==> src/rtl/mem_arb_pkg.sv <==
// Shared types and default widths for the unified memory port arbiter.
package mem_arb_pkg;

    localparam int unsigned DEF_AW           = 32;
    localparam int unsigned DEF_DW           = 32;
    localparam int unsigned DEF_MAX_D_STREAK = 3;

    localparam logic REQ_I = 1'b0;
    localparam logic REQ_D = 1'b1;

    typedef enum logic [1:0] {
        IDLE   = 2'd0,
        BUSY_I = 2'd1,
        BUSY_D = 2'd2,
        ACK    = 2'd3
    } arb_state_t;

endpackage

==> src/rtl/inst_line_buf.sv <==
// Single-entry instruction buffer: {valid, addr, data} with hit lookup,
// fill on completed fetch and invalidate on a store to the held address.
// Only instantiated when MEM_ARB_IBUF_EN is defined.
module inst_line_buf
    import mem_arb_pkg::*;
#(
    parameter int unsigned AW = DEF_AW,
    parameter int unsigned DW = DEF_DW
) (
    input  logic          clk,
    input  logic          reset,
    input  logic [AW-1:0] lookup_addr_i,
    output logic          hit_c,
    output logic [DW-1:0] rdata_o,
    input  logic          fill_i,
    input  logic [AW-1:0] fill_addr_i,
    input  logic [DW-1:0] fill_data_i,
    input  logic          inval_i,
    input  logic [AW-1:0] inval_addr_i
);

    logic          valid_q, valid_d;
    logic [AW-1:0] addr_q,  addr_d;
    logic [DW-1:0] data_q,  data_d;

    // Fill wins over invalidate; the arbiter never requests both together.
    always_comb begin
        valid_d = valid_q;
        addr_d  = addr_q;
        data_d  = data_q;
        if (fill_i) begin
            valid_d = 1'b1;
            addr_d  = fill_addr_i;
            data_d  = fill_data_i;
        end else if (inval_i && valid_q && (inval_addr_i == addr_q)) begin
            valid_d = 1'b0;
        end
    end

    // Buffer entry register.
    always_ff @(posedge clk) begin
        if (reset) begin
            valid_q <= 1'b0;
            addr_q  <= '0;
            data_q  <= '0;
        end else begin
            valid_q <= valid_d;
            addr_q  <= addr_d;
            data_q  <= data_d;
        end
    end

    assign hit_c   = valid_q && (lookup_addr_i == addr_q);
    assign rdata_o = data_q;

endmodule

==> src/rtl/mem_port_arbiter.sv <==
// Arbitrates one single-port unified memory between instruction fetch and
// the MEM-stage data requester. Data normally wins (older instruction); a
// streak counter forces an instruction grant after MAX_D_STREAK data grants.
// Optional macro MEM_ARB_IBUF_EN adds a single-entry instruction buffer.
module mem_port_arbiter
    import mem_arb_pkg::*;
#(
    parameter int unsigned AW           = DEF_AW,
    parameter int unsigned DW           = DEF_DW,
    parameter int unsigned MAX_D_STREAK = DEF_MAX_D_STREAK
) (
    input  logic          clk,
    input  logic          reset,
    input  logic          i_req,
    input  logic [AW-1:0] i_addr,
    output logic          i_ack,
    output logic [DW-1:0] i_rdata,
    input  logic          d_req,
    input  logic          d_we,
    input  logic [AW-1:0] d_addr,
    input  logic [DW-1:0] d_wdata,
    output logic          d_ack,
    output logic [DW-1:0] d_rdata,
    output logic          m_req,
    output logic          m_we,
    output logic [AW-1:0] m_addr,
    output logic [DW-1:0] m_wdata,
    input  logic [DW-1:0] m_rdata,
    input  logic          m_ack,
    output logic          if_stall,
    output logic          mem_stall
);

    localparam int unsigned SW = $clog2(MAX_D_STREAK + 1);
    localparam logic [SW-1:0] STREAK_MAX = SW'(MAX_D_STREAK);

    arb_state_t    state_q, state_d;
    logic [SW-1:0] d_streak_q, d_streak_d;
    logic          i_ack_q, i_ack_d;
    logic          d_ack_q, d_ack_d;
    logic          m_req_q, m_req_d;
    logic          m_we_q, m_we_d;
    logic [AW-1:0] m_addr_q, m_addr_d;
    logic [DW-1:0] m_wdata_q, m_wdata_d;
    logic [DW-1:0] i_rdata_q, i_rdata_d;
    logic [DW-1:0] d_rdata_q, d_rdata_d;

    logic          ib_hit_c;
    logic [DW-1:0] ib_rdata;

`ifdef MEM_ARB_IBUF_EN
    logic ib_fill_c;
    logic ib_inval_c;

    // Fill on every completed fetch; drop the entry when a store hits it.
    assign ib_fill_c  = (state_q == BUSY_I) && m_ack;
    assign ib_inval_c = (state_q == BUSY_D) && m_ack && m_we_q;

    inst_line_buf #(
        .AW (AW),
        .DW (DW)
    ) u_ibuf (
        .clk           (clk),
        .reset         (reset),
        .lookup_addr_i (i_addr),
        .hit_c         (ib_hit_c),
        .rdata_o       (ib_rdata),
        .fill_i        (ib_fill_c),
        .fill_addr_i   (m_addr_q),
        .fill_data_i   (m_rdata),
        .inval_i       (ib_inval_c),
        .inval_addr_i  (m_addr_q)
    );
`else
    assign ib_hit_c = 1'b0;
    assign ib_rdata = '0;
`endif

    // Next-state, grant decision, memory command and response capture.
    always_comb begin
        state_d    = state_q;
        d_streak_d = d_streak_q;
        i_ack_d    = 1'b0;
        d_ack_d    = 1'b0;
        m_req_d    = m_req_q;
        m_we_d     = m_we_q;
        m_addr_d   = m_addr_q;
        m_wdata_d  = m_wdata_q;
        i_rdata_d  = i_rdata_q;
        d_rdata_d  = d_rdata_q;

        case (state_q)
            IDLE: begin
                if (d_req && (!i_req || (d_streak_q < STREAK_MAX))) begin
                    state_d   = BUSY_D;
                    m_req_d   = 1'b1;
                    m_we_d    = d_we;
                    m_addr_d  = d_addr;
                    m_wdata_d = d_wdata;
                    // Below STREAK_MAX here, so the increment cannot overflow.
                    d_streak_d = i_req ? (d_streak_q + SW'(1)) : '0;
                end else if (i_req) begin
                    d_streak_d = '0;
                    if (ib_hit_c) begin
                        state_d   = ACK;
                        i_ack_d   = 1'b1;
                        i_rdata_d = ib_rdata;
                    end else begin
                        state_d   = BUSY_I;
                        m_req_d   = 1'b1;
                        m_we_d    = 1'b0;
                        m_addr_d  = i_addr;
                        m_wdata_d = '0;
                    end
                end else begin
                    d_streak_d = '0;
                end
            end
            BUSY_I, BUSY_D: begin
                if (m_ack) begin
                    state_d = ACK;
                    m_req_d = 1'b0;
                    m_we_d  = 1'b0;
                    if (state_q == BUSY_I) begin
                        i_ack_d   = 1'b1;
                        i_rdata_d = m_rdata;
                    end else begin
                        d_ack_d = 1'b1;
                        if (!m_we_q) begin
                            d_rdata_d = m_rdata;
                        end
                    end
                end
            end
            ACK: begin
                state_d = IDLE;
            end
            default: begin
                state_d = IDLE;
            end
        endcase
    end

    // State and output registers; reset abandons any open transaction.
    always_ff @(posedge clk) begin
        if (reset) begin
            state_q    <= IDLE;
            d_streak_q <= '0;
            i_ack_q    <= 1'b0;
            d_ack_q    <= 1'b0;
            m_req_q    <= 1'b0;
            m_we_q     <= 1'b0;
            m_addr_q   <= '0;
            m_wdata_q  <= '0;
            i_rdata_q  <= '0;
            d_rdata_q  <= '0;
        end else begin
            state_q    <= state_d;
            d_streak_q <= d_streak_d;
            i_ack_q    <= i_ack_d;
            d_ack_q    <= d_ack_d;
            m_req_q    <= m_req_d;
            m_we_q     <= m_we_d;
            m_addr_q   <= m_addr_d;
            m_wdata_q  <= m_wdata_d;
            i_rdata_q  <= i_rdata_d;
            d_rdata_q  <= d_rdata_d;
        end
    end

    assign i_ack   = i_ack_q;
    assign d_ack   = d_ack_q;
    assign m_req   = m_req_q;
    assign m_we    = m_we_q;
    assign m_addr  = m_addr_q;
    assign m_wdata = m_wdata_q;
    assign i_rdata = i_rdata_q;
    assign d_rdata = d_rdata_q;

    assign if_stall  = i_req & ~i_ack_q;
    assign mem_stall = d_req & ~d_ack_q;

endmodule

==> config.mk <==
export PLATFORM = sky130hd
export DESIGN_NAME = mem_port_arbiter
export DESIGN_NICKNAME = d
export VERILOG_FILES = /design/src/rtl/mem_arb_pkg.sv /design/src/rtl/inst_line_buf.sv /design/src/rtl/mem_port_arbiter.sv
export SDC_FILE = /design/constraint.sdc
export NUM_CORES = 1
export LEC_CHECK = 0
export ABC_AREA = 1
export CORE_MARGIN = 2
export CORE_UTILIZATION = 40
export DETAILED_ROUTE_END_ITERATION = 16
export PLACE_DENSITY = 0.8
export SLEW_MARGIN = 10
export SYNTH_ARGS = -nofsm -noshare
export SYNTH_HDL_FRONTEND = slang
export SYNTH_HIERARCHICAL = 1
export SYNTH_SLANG_ARGS = --single-unit
==> constraint.sdc <==
create_clock -name clk -period 1.8 [get_ports clk]
set_input_delay 0.45 -clock clk [delete_from_list [all_inputs] [get_ports clk]]
set_output_delay 0.45 -clock clk [all_outputs]
set_load 0.01 [all_outputs]
Yosys cells after proc, flatten, opt, wreduce, memory -nomap -nowiden
Cells that the tools add are included.
{"block": "word_totals", "reg_bits": 136, "in_bits": 134, "out_inout_bits": 134, "wordCells": 57}
{"block": "op_classes", "n_addsub": 1, "n_lt_le_gt_ge": 1, "eq_ne": 5, "mux": 19, "bitwise_logic": 8, "reduce_logical": 13}
{"op": "32-bit 2-to-1 mux", "n": 4}
{"op": "2-bit 2-to-1 mux", "n": 5}
{"op": "1-bit 2-to-1 mux", "n": 7}
{"op": "1-bit inverter", "n": 6}
{"op": "2-bit one-hot mux with 3 select lines", "n": 1}
{"op": "3-bit AND reduction", "n": 2}
{"op": "2-bit == test (second input constant)", "n": 2}
{"op": "1-bit one-hot mux with 2 select lines", "n": 2}
{"op": "2-bit AND reduction", "n": 2}
{"op": "4-bit AND reduction", "n": 1}
{"op": "2-bit nonzero test", "n": 2}
{"op": "3-bit inequality test (second input constant)", "n": 1}
{"op": "3-bit OR reduction", "n": 1}
{"op": "2-bit by 1-bit adder with 2-bit output (second input constant)", "n": 1}
{"op": "1-bit AND", "n": 2}
{"op": "2-bit by 1-bit == test with 1-bit output (second input constant)", "n": 1}
{"op": "2-bit logical NOT", "n": 1}
{"op": "2-bit < comparator (second input constant)", "n": 1}
{"op": "2-bit inequality test (second input constant)", "n": 1}
{"op": "2-bit OR reduction", "n": 1}
{"op": "1-bit logical AND", "n": 1}
{"op": "1-bit logical NOT", "n": 1}
{"op": "1-bit logical OR", "n": 1}

Depth between registers and ports, before layout
Gate-level depths: netlist of run 1.
{"block": "depth", "ltp_word": 5, "ltp_mapped": 9, "mapped_depth_nobuf": 8}

Worst setup path before layout of run 1
No wires, ideal clock.
{"block": "synth_path", "path_type": "input -> output", "start": "in d_req", "end": "out mem_stall", "t_arrival_ps": 1082, "t_required_ps": 1350, "setup_slack_ps": 268, "cell_stages": 4, "path_buffers": 2, "path_cell_list": "buf_6 > clkbuf_1 > inv_1 > nor2_1"}
{"block": "synth_via", "elab_chain_cells": 1}
{"item": "start: declaration", "line_no": "mem_port_arbiter.sv:18", "text": "input logic d_req,"}
{"item": "1-bit AND", "line_no": "mem_port_arbiter.sv:181", "text": "assign mem_stall = d_req & ~d_ack_q;"}
{"item": "end: declaration", "line_no": "mem_port_arbiter.sv:31", "text": "output logic mem_stall"}
No other way between the ends.

Worst setup path after layout of run 1
{"block": "layout_path", "start": "reg d_rdata_q[16] (netlist: d_rdata[16])", "end": "out d_rdata[16]"}
{"item": "start: declaration", "line_no": "mem_port_arbiter.sv:46", "text": "logic [DW-1:0] d_rdata_q, d_rdata_d;"}
{"item": "start signal: assignment", "line_no": "mem_port_arbiter.sv:167", "text": "d_rdata_q <= d_rdata_d;"}
{"item": "end: declaration", "line_no": "mem_port_arbiter.sv:23", "text": "output logic [DW-1:0] d_rdata,"}
No word-level cell between the ends.

==> impl_metrics.json, run 1 <==
{
  "wl_per_cell_microns": 14.13,
  "synth_warnings": 6,
  "ioPinCount": 268,
  "clockBufferDepth": 2,
  "diodes": 0,
  "drive_gt1_share_pct": 6.759,
  "synthTopCellsByCount": "nand2_1, nor2_1, dfxtp_1, a21oi_1, o21ai_0",
  "path_delay_family": "buffers and inverters",
  "tns_ns": 0,
  "fp.dieW_microns": 119.6,
  "drc": 0,
  "cp.required_ns": 1.35,
  "fin_hold_ws_ns": 0.4621,
  "slowest_stage": "clkdlybuf4s50_1",
  "cts.sinks": 136,
  "gp_congestion": 0.8181,
  "gr-total-overflow": 0,
  "leakage_nw": 3.949,
  "syn-cell-area_sq_um": 5344,
  "max_stage_delay_ns": 0.58,
  "root_buffer": "clkbuf_16",
  "dp_hpwl_microns": 11600,
  "place_inst": 1151,
  "grt_max_degree": 67,
  "slew-limit-headroom_pct": 68.66,
  "ir_drop_mv": 0.7976,
  "critPathKind": "reg -> out",
  "place_ws_ns": -0.4594,
  "synthArstFlopShare_pct": 0,
  "power_density_nw_per_um2": 1283,
  "synth_area_leaders": "dfxtp_1, nand2_1, nor2_1",
  "synth-main-ff-cell": "dfxtp_1",
  "critPathBufInv": 1,
  "post-synth-top-count-cell": "nand2_1",
  "ant_nets": 0,
  "synth.net_count": 869,
  "critPathMaxFanout": 2,
  "antenna_found_initial": 0,
  "syn_area_per_cell_sq_um": 7.320,
  "first_global_vias": 5297,
  "cts_tree": "done",
  "dieHeight_microns": 119.6,
  "via_per_inst": 4.761,
  "clkTransAtPathRegs_ns": 0.06,
  "clock_latency_ns": 0.41,
  "fmax_mhz": 562.4,
  "hold_viol": 0,
  "drv_slew": 0,
  "syn_inst": 730,
  "start_util_pct": 40.68,
  "synth-seq-area-share_pct": 50.95,
  "core_sq_um": 13140,
  "first_iter_violations": 317,
  "yosys.area.top_type": "dfxtp_1",
  "final_cells": 1182,
  "drtPass1Iterations": 4,
  "tightest_slew_ns": 0.4701,
  "total_power_mw": 11.46,
  "vias": 5628,
  "period_minus_slack_ns": 1.778,
  "cts_hold_buf": 0,
  "setup_viol": 0,
  "max_cap_viol_count": 0,
  "status": "finished, final reports clean",
  "fin_crit_sh_pct": 98.78,
  "area_delta_synth_final_pct": 67.08,
  "fin_worst_skew_ns": 0.004193,
  "yosysTopAreaCellShare_pct": 50.95,
  "startpoint_type": "register",
  "cts_made_buffers": 17,
  "grt_pass1_wl_microns": 26510,
  "grt_usage_pct": 23.35,
  "dieArea_sq_um": 14300,
  "yosys.cell_types.count": 22,
  "finalWorstSetupSlack_ns": 0.02193,
  "critPathArrivalTime_ns": 1.33,
  "htreeDepth": 4,
  "wl_microns": 16710,
  "num_rows": 42,
  "endpoint_kind": "output pin",
  "synth_edf_count": 0,
  "hp-class": "reg -> reg",
  "nets": 1133,
  "path_cells": "clkdlybuf4s50_1",
  "synth_seq_cells": 136,
  "port_buffers": 267
}
==> report_power, final <==
group	total [mW]	switching [mW]	leakage [nW]	internal [mW]
Combinational	3.96	2.01	2.54	1.96
Sequential	3.95	0.311	1.11	3.64
Clock	3.54	1.30	0.291	2.24
==> cell usage in the layout (no fill, tap or decap) <==
cell type,synthesis,routed
o21a_1,1,1
buf_4,9,19
nor2_1,137,136
a21oi_1,70,70
inv_1,11,11
nand2_8,1,1
dfxtp_1,136,136
buf_2,13,1
dlymetal6s2s_1,0,23
clkinvlp_4,0,3
o21ai_0,60,60
clkbuf_16,0,17
clkinv_2,0,4
clkdlybuf4s15_1,0,1
ha_1,5,5
nand2_4,1,1
clkbuf_8,0,2
inv_6,0,2
nand3_1,34,34
buf_12,0,8
nor2_4,3,3
nand2_1,215,215
o21ai_1,4,4
clkinv_4,0,1
clkdlybuf4s50_1,0,235
clkdlybuf4s15_2,0,1
or2_2,1,1
bufinv_16,0,3
nor2_2,0,1
nor3_1,1,1
dlygate4sd2_1,0,6
==> routing by layer <==
layer	vias to the layer above	track usage, %	routed length [microns]
met5	-	0	0
met4	0	10.51	482
met3	36	10.31	1814
met2	231	38.93	7873
met1	2498	25.63	6535
li1	2863	-	-
==> cells by family after synthesis <==
| kind of cell | synth area share, % |
|---|---|
| AND/OR/NAND/NOR | 29.34 |
| flip-flops | 50.95 |
| AO/OA/AOI/OAI | 12.69 |
| adder cells (fa/ha/maj) | 1.171 |
| buffers and inverters | 5.853 |
==> metrics by stage <==
stage	cell area, sq um	util (%)
floorplan	5344	-
CTS	8869	67.50
detailed placement	8269	62.94
global route	8929	67.96
finish	8929	67.96
global placement	8269	62.94
==> registers in the layout (all words and copies together) (netlist names) <==
signal      flops
state_q         2
m_req           1
i_ack           1
m_addr         32
m_wdata        32
i_rdata        32
d_ack           1
d_rdata        32
d_streak_q      2
m_we            1
==> cell type report <==
type                            count  area [sq um]
Clock buffer                       19         452.9
Clock inverter                     12         150.1
Fill cell                        1097          4209
Inverter                           12         50.05
Multi-Input combinational cell    533          2311
Sequential cell                   136          2723
Tap cell                          176         220.2
Timing Repair Buffer              294          3022
==> repair_timing <==
action / CTS / global route
gates resized for setup: 12 / 24
setup endpoints to repair: 6 / 73
buffers inserted: 0 / 0
gates cloned: 0 / 0
==> path summary, 6_finish.rpt <==
check | endpoint | slack (ns) | from | cells past startpoint
min | m_addr[23]$_SDFFE_PP0P_ | 0.46 | m_addr[23]$_SDFFE_PP0P_ | 2
max | d_rdata[16] | 0.02 | d_rdata[16]$_SDFFE_PP0P_ | 1
max reg2reg | m_wdata[13]$_SDFFE_PP0P_ | 0.22 | state_q[1]$_SDFFE_PP0P_ | 7
min reg2reg | m_addr[23]$_SDFFE_PP0P_ | 0.46 | m_addr[23]$_SDFFE_PP0P_ | 2
No activity file was read; power rests on OpenSTA's default activity.
==> run 2, diff against run 1 <==
==> constraint.sdc (replaced) <==
create_clock -name clk -period 1.8 [get_ports clk]
set_input_delay 0.45 -clock clk [delete_from_list [all_inputs] [get_ports clk]]
set_output_delay 0.45 -clock clk [all_outputs]
set_load 0.1 [all_outputs]
==> run 2 against run 1 <==
Effect of this change: first-iteration DRC count decreased by 2.5%; worst hold slack got worse by 0.051 ns; clock-buffer cell count rose by 5; sequential power rose by 9.4%; non-clock buffer count up 1; wire length increased by 9.3%; final cell count grew 0.17%; clock skew grew 0.00054 ns; core utilization is 9.5 points higher; critical path depth increased by 8; flip-flop and latch count is the same.
==> impl_metrics.json, run 2 (synthesis gave the netlist of run 1 again) <==
{
  "status": "finished, final reports clean",
  "via_per_inst": 4.891,
  "antenna_found_initial": 0,
  "num_rows": 42,
  "vias": 5791,
  "cts_tree": "done",
  "power.share.sequential_pct": 25.4,
  "tightest_slew_ns": 0.5253,
  "critPathBufInv": 3,
  "nets": 1134,
  "port_buffers": 267,
  "first_iter_violations": 309,
  "diodes": 0,
  "wl_per_cell_microns": 15.41,
  "final_core_util_pct": 77.43,
  "root_buffer": "clkbuf_16",
  "postLayoutCellArea_sq_um": 10170,
  "use_met1_pct": 26.55,
  "cpMostUsedCell": "nor2_1",
  "cp.required_ns": 2.14,
  "worstHoldEndpoint": "i_ack$_SDFF_PP0_",
  "cts_made_buffers": 17,
  "grt_max_degree": 65,
  "grtUsageMet2_pct": 46.32,
  "clockPowerShare_pct": 18.3,
  "gr-total-overflow": 0,
  "reg2regPathDepth": 9,
  "min_from": "reset",
  "wl_microns": 18250,
  "leakage_nw": 4.177,
  "use_met3_pct": 10.17,
  "max_stage_delay_ns": 0.37,
  "setup_viol": 0,
  "rrSetupSlack_ns": 0.15,
  "power_density_nw_per_um2": 1667,
  "p_comb_share_pct": 56.2,
  "r2r-end": "d_rdata[8]$_SDFFE_PP0P_",
  "whs_path_depth": 4,
  "clkTransAtPathRegs_ns": 0.06,
  "drv_slew": 0,
  "critPathKind": "reg -> reg",
  "slowest_stage": "dfxtp_1",
  "swShare_pct": 47.88,
  "start_util_pct": 40.68,
  "fin_hold_ws_ns": 0.4115,
  "hp-class": "in -> reg",
  "hold_viol": 0,
  "path_delay_family": "simple AND/OR/NAND/NOR gates",
  "drc": 0,
  "fp.dieW_microns": 119.6,
  "fmax_mhz": 606.7,
  "switching_power_mw": 8.120,
  "r2r-start": "state_q[0]$_SDFFE_PP0P_",
  "clockBufferDepth": 2,
  "post_cts_buffers": 0,
  "fin_crit_sh_pct": 91.57,
  "nFillCells": 863,
  "dieArea_sq_um": 14300,
  "path_cells": "inv_1, ha_1, nand2_1, nor2_1, nand2_1, inv_1, buf_12, nor2_1, nor2_1",
  "layout_common_cells": "nand2_1, buf_12, dfxtp_1",
  "mostFrequentLayoutCell": "nand2_1",
  "gp_congestion": 0.8132,
  "tns_ns": 0,
  "ir_drop_mv": 1.060,
  "grt_usage_pct": 25.72,
  "cts.sinks": 136,
  "cts_hold_buf": 0,
  "top_usage_layer": "met2",
  "slew-limit-headroom_pct": 64.98,
  "max_cap_viol_count": 0,
  "core_sq_um": 13140,
  "drive_gt1_share_pct": 19.94,
  "dp_hpwl_microns": 13210,
  "fin_worst_skew_ns": 0.004735,
  "htreeDepth": 4,
  "dieHeight_microns": 119.6,
  "endpoint_kind": "register",
  "first_global_vias": 5873,
  "drtPass1Iterations": 5,
  "placed_area_sq_um": 9646,
  "startpoint_type": "register",
  "rsz0062_at_grt": "false",
  "period_minus_slack_ns": 1.648,
  "ioPinCount": 268,
  "critPathArrivalTime_ns": 1.99,
  "area_delta_synth_final_pct": 90.35,
  "critPathMaxFanout": 32,
  "ant_nets": 0,
  "internal_power_mw": 8.840,
  "clock_latency_ns": 0.41,
  "place_ws_ns": -0.1539,
  "finalWorstSetupSlack_ns": 0.1517,
  "grt_pass1_wl_microns": 29110
}
-- run 2: per-layer routing --
metal,vias to the layer above,wire [microns]
li1,2864,-
met1,2652,6678
met2,243,9442
met3,32,1714
met4,0,416
met5,-,0
-- run 2: worst max path at each step --
stage	startpoint	to	slack [ns]	depth (start not counted)
6_report	state_q[0]$_SDFFE_PP0P_	d_rdata[8]$_SDFFE_PP0P_	0.15	9
5_1_grt	state_q[0]$_SDFFE_PP0P_	d_rdata[13]$_SDFFE_PP0P_	0.02	9
4_1_cts	state_q[0]$_SDFFE_PP0P_	m_addr[20]$_SDFFE_PP0P_	0.09	8
3_5_place_dp	d_req	m_wdata[26]$_SDFFE_PP0P_	-0.15	8
3_3_place_gp	d_req	m_addr[0]$_SDFFE_PP0P_	-0.13	6
2_1_floorplan	d_req	mem_stall	-0.1	4
-- run 2: power groups by stage --
stage | clock network (mW) | registers [mW] | logic, mW
floorplan | 0 | 8.34 | 1.73
global placement | 0 | 4.33 | 9.44
detailed placement | 0 | 4.37 | 9.54
CTS | 3.16 | 4.32 | 9.59
global route | 3.30 | 4.39 | 9.93
finish | 3.11 | 4.32 | 9.54
-- run 2: worst min-delay path, cell delays in order --
cell     delay, ns
buf_2         0.12
inv_1         0.10
nand2_1       0.07
nor2_1        0.04
-- run 2: timing repair --
action,in CTS,in global routing
setup endpoints to repair,2,1
gates cloned,0,0
gates resized for setup,2,1
-- run 2: metrics by stage --
stage	power [mW]	std cells
finish	16.96	1184
detailed placement	13.91	1152
CTS	17.06	1184
floorplan	10.07	730
global placement	13.77	1152
global route	17.62	1184
-- run 2: cell type report --
type | instances | area (sq um) | share of cell area [%]
Timing Repair Buffer | 295 | 4329 | 42.56
Sequential cell | 136 | 2723 | 26.76
Multi-Input combinational cell | 533 | 2323 | 22.84
Clock buffer | 24 | 481.7 | 4.736
Tap cell | 176 | 220.2 | 2.165
Clock inverter | 8 | 47.55 | 0.4674
Inverter | 12 | 47.55 | 0.4674
